==> config.mk <==
export PLATFORM = sky130hd
export DESIGN_NAME = universal_shift_reg_n
export DESIGN_NICKNAME = d
export VERILOG_FILES = /design/src/rtl/universal_shift_reg_n.sv
export SDC_FILE = /design/constraint.sdc
export NUM_CORES = 1
export LEC_CHECK = 0
export BUFFER_PORTS_ARGS = -buffer_cell sky130_fd_sc_hd__buf_2
export CORE_UTILIZATION = 58
export DETAILED_ROUTE_END_ITERATION = 12
export PLACE_DENSITY = 0.84
export SKIP_CTS_REPAIR_TIMING = 1
export SLEW_MARGIN = 40
export SYNTH_ARGS = -nofsm -noshare
export SYNTH_HDL_FRONTEND = slang
export SYNTH_SLANG_ARGS = --single-unit
==> constraint.sdc <==
create_clock -name Clk -period 4.72 [get_ports Clk]
set_input_delay 0.944 -clock Clk [delete_from_list [all_inputs] [get_ports Clk]]
set_output_delay 0.944 -clock Clk [all_outputs]
set_load 0.02 [all_outputs]
==> src/rtl/universal_shift_reg_n.sv <==
// universal_shift_reg_n: WIDTH-bit universal shift register with a handshake-started burst-shift engine; `define USR_PARITY_EN adds a registered Parity output
module universal_shift_reg_n #(
    parameter int WIDTH = 8,
    parameter int CNT_W = 4
) (
    input  logic             Clk,
    input  logic             Rst_n,
    input  logic [WIDTH-1:0] I,
    input  logic [2:0]       select,
    input  logic             SerInMsb,
    input  logic             SerInLsb,
    input  logic             Start,
    input  logic [CNT_W-1:0] Amount,
    input  logic             Dir,
    input  logic             Rot,
    output logic [WIDTH-1:0] A,
    output logic             SerOut,
    output logic             Busy,
    output logic             Done
`ifdef USR_PARITY_EN
    ,
    output logic             Parity
`endif
);
    typedef enum logic [1:0] {IDLE, SHIFT, DONE} state_t;

    state_t           state_q, state_d;
    logic [CNT_W-1:0] cnt_q, cnt_d;
    logic             dir_q, dir_d, rot_q, rot_d;
    logic [WIDTH-1:0] a_q, a_d;
    logic             ser_q, ser_d, busy_q, busy_d, done_q, done_d;
    logic [WIDTH-1:0] shr, shl, rotr, rotl, asr;

    // candidate one-bit moves of the current contents
    always_comb begin
        shr  = {SerInMsb, a_q[WIDTH-1:1]};
        shl  = {a_q[WIDTH-2:0], SerInLsb};
        rotr = {a_q[0], a_q[WIDTH-1:1]};
        rotl = {a_q[WIDTH-2:0], a_q[WIDTH-1]};
        asr  = {a_q[WIDTH-1], a_q[WIDTH-1:1]};
    end

    // mode decode in IDLE, burst sequencing in SHIFT, one-cycle Done
    always_comb begin
        state_d = state_q;
        cnt_d   = cnt_q;
        dir_d   = dir_q;
        rot_d   = rot_q;
        a_d     = a_q;
        ser_d   = ser_q;
        case (state_q)
            IDLE: begin
                if (Start) begin
                    dir_d   = Dir;
                    rot_d   = Rot;
                    cnt_d   = Amount;
                    state_d = (Amount == '0) ? DONE : SHIFT;
                end else begin
                    case (select)
                        3'b001: begin a_d = shr;  ser_d = a_q[0];       end
                        3'b010: begin a_d = shl;  ser_d = a_q[WIDTH-1]; end
                        3'b011: a_d = I;
                        3'b100: begin a_d = rotr; ser_d = a_q[0];       end
                        3'b101: begin a_d = rotl; ser_d = a_q[WIDTH-1]; end
                        3'b110: begin a_d = asr;  ser_d = a_q[0];       end
                        default: ;
                    endcase
                end
            end
            SHIFT: begin
                a_d   = dir_q ? (rot_q ? rotl : shl) : (rot_q ? rotr : shr);
                ser_d = dir_q ? a_q[WIDTH-1] : a_q[0];
                cnt_d = cnt_q - CNT_W'(1);
                if (cnt_q == CNT_W'(1)) state_d = DONE;
            end
            DONE:    state_d = IDLE;
            default: state_d = IDLE;
        endcase
        busy_d = (state_d == SHIFT);
        done_d = (state_d == DONE);
    end

    // state and datapath registers; reset aborts any burst without Done
    always_ff @(posedge Clk or negedge Rst_n) begin
        if (!Rst_n) begin
            state_q <= IDLE;
            cnt_q   <= '0;
            dir_q   <= 1'b0;
            rot_q   <= 1'b0;
            a_q     <= '0;
            ser_q   <= 1'b0;
            busy_q  <= 1'b0;
            done_q  <= 1'b0;
        end else begin
            state_q <= state_d;
            cnt_q   <= cnt_d;
            dir_q   <= dir_d;
            rot_q   <= rot_d;
            a_q     <= a_d;
            ser_q   <= ser_d;
            busy_q  <= busy_d;
            done_q  <= done_d;
        end
    end

    assign A      = a_q;
    assign SerOut = ser_q;
    assign Busy   = busy_q;
    assign Done   = done_q;

`ifdef USR_PARITY_EN
    logic par_q, par_d;

    // parity of the next contents so it lands in the same cycle as A
    always_comb par_d = ^a_d;

    // parity register
    always_ff @(posedge Clk or negedge Rst_n) begin
        if (!Rst_n) par_q <= 1'b0;
        else        par_q <= par_d;
    end

    assign Parity = par_q;
`endif
endmodule

=== Word-level counts from Yosys, hierarchy flattened ===
Index checks and enable logic that the tools add are counted.

* Register bits: 19
* Output and inout bits: 11
* Logic and storage cells: 52

* Reduce and logical (&&, ||, !) cells: 10
* Equality and inequality tests: 16
* Muxes and demuxes: 16
* Add/sub/neg operators: 1

{| class="wikitable"
|+ Operators with widths
! kind !! count
|-
| $pmux W8 S6 || 1
|-
| $mux W8 || 3
|-
| $pmux W8 S2 || 1
|-
| $eq A3 B3 Y1 const B || 3
|-
| $pmux W4 S2 || 1
|-
| $ne A7 B1 Y1 const B || 1
|-
| $eq A3 B2 Y1 const B || 2
|-
| $mux W2 || 3
|-
| $ne A2 B2 Y1 const B || 3
|-
| $ne A6 B1 Y1 const B || 1
|-
| $reduce_and A3 Y1 || 2
|-
| $eq A2 B1 Y1 const B || 2
|-
| $eq A4 B1 Y1 const B || 1
|-
| $logic_not A4 Y1 || 1
|-
| $mux W4 || 1
|-
| $pmux W1 S2 || 2
|-
| $pmux W2 S2 || 1
|-
| $reduce_and A2 Y1 || 2
|-
| $reduce_and A4 Y1 || 1
|-
| $sub A4 B1 Y4 const B || 1
|-
| $eq A3 B1 Y1 const B || 1
|-
| $mux W1 || 3
|-
| $ne A3 B3 Y1 const B || 1
|-
| $reduce_or A3 Y1 || 1
|-
| 4 further kinds || 4
|}

=== Depth between registers and ports, before layout ===
* Depth after elaboration: 5
* Mapped depth: 7
* Mapped depth without buffers: 5

=== Worst setup path before layout ===
No wires, ideal clock.

* Kind: input -> register
* Start: in select[0]
* End: reg a_q[1], in the netlist A[1]
* Setup slack: 2.516 ns
* Arrival: 2.083 ns
* Cell stages on the path: 6
* Data required time: 4.599 ns
* Cell sequence: buf_2 > nor4_1 > or4_1 > buf_2 > buf_6 > a22o_1

* Cells in the longest elaborated chain, start to end: 4
* Elaborated cells on any way between the ends: 11

{| class="wikitable"
|+ Ends and longest elaborated chain
! element !! line !! text
|-
| start, declared || 9 || <nowiki>input logic [2:0] select,</nowiki>
|-
| $eq A3 B3 Y1 (tied with other cells) || 59 || <nowiki>case (select)</nowiki>
|-
| $pmux W8 S6 || 59 ||
|-
| $mux W8 || 53 || <nowiki>if (Start) begin</nowiki>
|-
| $pmux W8 S2 || 51 || <nowiki>case (state_q)</nowiki>
|-
| end signal, assigned || 90 || <nowiki>a_q <= '0;</nowiki>
|-
| end signal, assigned || 99 || <nowiki>a_q <= a_d;</nowiki>
|-
| end, declared || 30 || <nowiki>logic [WIDTH-1:0] a_q, a_d;</nowiki>
|}

Parallel ways exist; a longest one is shown, timed or not. The select of a mux whose other input is x is not followed.
A chain may end at the register's enable or synchronous reset.

=== Worst setup path in the final report ===
* Start: in select[2]
* End: reg a_q[1], in the netlist A[1]

The elaborated chain is that of the path after synthesis.

==> impl_metrics.py <==
metrics = {
    "grt": {
        "grt_pass1_wl_um": 6127,
        "antenna_found_initial": 0,
        "grt_overflow": 0,
        "grt_use_total_pct": 31.03,
        "grt_max_degree": 24,
        "grt_pass1_vias": 1324,
    },
    "final_layout": {
        "fin_cells": 217,
        "layout.nets": 214,
        "finalInstanceArea_um2": 1617,
        "diodes": 0,
        "drive_gt1_share_pct": 22.22,
        "area_growth_pct": 11.00,
    },
    "min_path": {
        "whs_path_depth": 2,
        "hp-class": "reg2reg",
    },
    "logic_synthesis": {
        "seq_area_frac_synth_pct": 32.65,
        "synth_area_leaders": "dfrtp_1, mux2i_1, a21oi_1",
        "ys_warn_count": 0,
        "synthDistinctLibCells": 44,
        "synth_edf_count": 0,
        "syn_nets": 191,
        "ys_ff_latch": 19,
        "avgSynthCellArea_um2": 8.721,
        "syn_area_um2": 1456,
        "yosys.area.top_type": "dfrtp_1",
        "synth.most_common_cell": "dfrtp_1",
        "synth_cells": 167,
        "synthFlopType": "dfrtp_1",
        "synthArstFlopShare_pct": 100.0,
        "synth.top_cell.area_share_pct": 32.65,
        "synth.cells.most_frequent": "dfrtp_1, nor2_1, a21oi_1",
    },
    "timing": {
        "setup_slack_ns": 2.493,
        "timing.fmax_mhz": 449.1,
        "grt_setup_unrepaired": "false",
        "tightest_slew_ns": 0.6297,
        "period_minus_slack_ns": 2.227,
        "max_slew_margin_pct": 57.93,
        "slew_viol_final": 0,
        "clock_skew_ns": 0.009028,
        "setup_tns_ns": 0,
        "setup_viol": 0,
        "hold_viol": 0,
        "min_period_over_period_pct": 47.18,
    },
    "power_and_ir_drop": {
        "p_leak_nw": 0.7138,
        "p_per_area_nw_per_um2": 617.4,
        "irDropWorstVdd_mv": 0.4605,
    },
    "clock_network": {
        "clock-sinks": 19,
        "clock_path_buffers": 2,
        "clkTransAtPathRegs_ns": 0.11,
        "cts_inserted_buffers": 3,
        "ctsRootBufferMaster": "clkbuf_4",
        "clk_latency_ns": 0.30,
        "htreeDepth": 1,
        "cts_tree": "yes",
    },
    "routing": {
        "vias_per_cell": 6.604,
        "first_pass_iters": 5,
        "via_count": 1433,
        "totalWireLength_um": 3713,
        "ant_nets": 0,
        "wl_per_cell_um": 17.11,
        "drt_iter0_drc": 40,
        "drc": 0,
    },
    "outcome": {
        "status": "finished, final reports clean",
    },
    "floorplan": {
        "die_h_um": 52.11,
        "fp.dieW_um": 52.11,
        "dieArea_um2": 2715,
        "rows": 17,
        "start_util_pct": 63.40,
        "core_um2": 2297,
        "io_pins": 33,
    },
    "place": {
        "dpl.hpwl_um": 2585,
        "port_buffers": 32,
        "gp_congestion": 0.8735,
        "dp.cells": 213,
        "pre_cts_ws_ns": 2.180,
        "place_area_um2": 1590,
    },
    "setup_path": {
        "endpoint_kind": "flop",
        "reg2regPathDepth": 3,
        "critical_path_required_ns": 4.91,
        "path_max_fanout": 23,
        "crit_type": "in2reg",
        "crit_path_cell_trace": "buf_2, nor4_1, or4_1, a22o_1",
        "slowest_delay_ns": 0.75,
        "crit_path_start_kind": "input port",
        "crit_slowest_cell": "or4_1",
        "critPathArrivalTime_ns": 2.41,
    },
    "run": {
        "cap_violations": 0,
    },
}
worst paths after layout:
kind / slack [ns] / start / to
hold / removal: 0.53 / SerOut / SerOut
setup / recovery: 2.49 / select[2] / A[1]
max in group asynchronous: 3.85 / Rst_n / cnt_q[0]
setup reg to reg: 2.71 / state_q[0] / A[1]
min in group asynchronous: 0.56 / Rst_n / state_q[1]
hold reg to reg: 0.53 / SerOut / SerOut
worst max-delay path, delay by kind of cell:
kind	cells	cell delay [ns]
AND/OR/NAND/NOR	2	0.82
AO/OA/AOI/OAI	1	0.33
buffers and inverters	1	0.30
registers in the layout, summed over array words and instances (netlist names):
name,count
A,8
Busy,1
Done,1
SerOut,1
cnt_q,4
dir_q,1
rot_q,1
state_q,2
layer usage:
| metal | vias up | wire, µm | GRT usage [%] | part of all wire, % |
|---|---|---|---|---|
| li1 | 685 | - | - | - |
| met1 | 681 | 1637 | 42.96 | 44 |
| met2 | 55 | 1829 | 48.29 | 49 |
| met3 | 12 | 195 | 3.801 | 5.3 |
| met4 | 0 | 50 | 13.06 | 1.3 |
| met5 | - | 0 | 0 | 0 |
cells in the final DEF, fill, tap and decap left out, types with 2 or more instances in the layout:
master,n
o31ai_2,2
nand2_1,9
nor4_1,2
a221o_1,2
mux2_2,2
nand3_1,3
or2b_1,2
o22ai_1,2
nand2b_1,4
a21oi_1,11
a311oi_1,4
o31ai_1,2
nor4bb_1,5
a22oi_1,5
inv_1,6
a22o_1,5
o21ai_0,10
or3b_1,2
a32oi_1,2
nor2b_1,5
dfrtp_1,19
o32a_1,2
nor3_1,2
buf_2,32
o22a_1,3
clkbuf_4,3
ha_1,2
a31oi_1,5
a221oi_1,2
nor2_1,12
mux2i_1,9
report_power, final:
group          internal [mW]  leakage [nW]  switching (mW)  total, mW
sequential             0.240         0.225           0.147      0.387
clock                 0.0329        0.0150          0.0505     0.0834
combinational          0.250         0.474           0.278      0.527
through the flow:
stage | utilization, % | hold slack [ns] | power [mW]
5_1_grt | 70.37 | 0.5943 | 1.078
6_report | 70.37 | 0.5343 | 0.9981
2_1_floorplan | - | 0.4962 | 0.7604
3_5_place_dp | 69.23 | 0.5211 | 0.9063
4_1_cts | 70.37 | 0.5462 | 0.9905
3_3_place_gp | 69.23 | 0.4654 | 0.8789
logic make-up after synthesis:
group	synth area share, %
AOI/OAI and AO/OA	30.67
and+or+nand+nor	20.96
DFF	32.65
buffers and inverters	6.271
muxes	7.732
adders and majority gates	1.718
final cells by class:
cell class | instances | area, µm²
flip-flops and latches | 19 | 475.5
repair buffers | 33 | 167.7
multi-input cells | 127 | 889.6
clock buffers | 4 | 26.28
well taps | 28 | 35.03
fillers | 191 | 680.7
inverters | 6 | 22.52
Note: power is estimated with default switching activity, not from simulation.
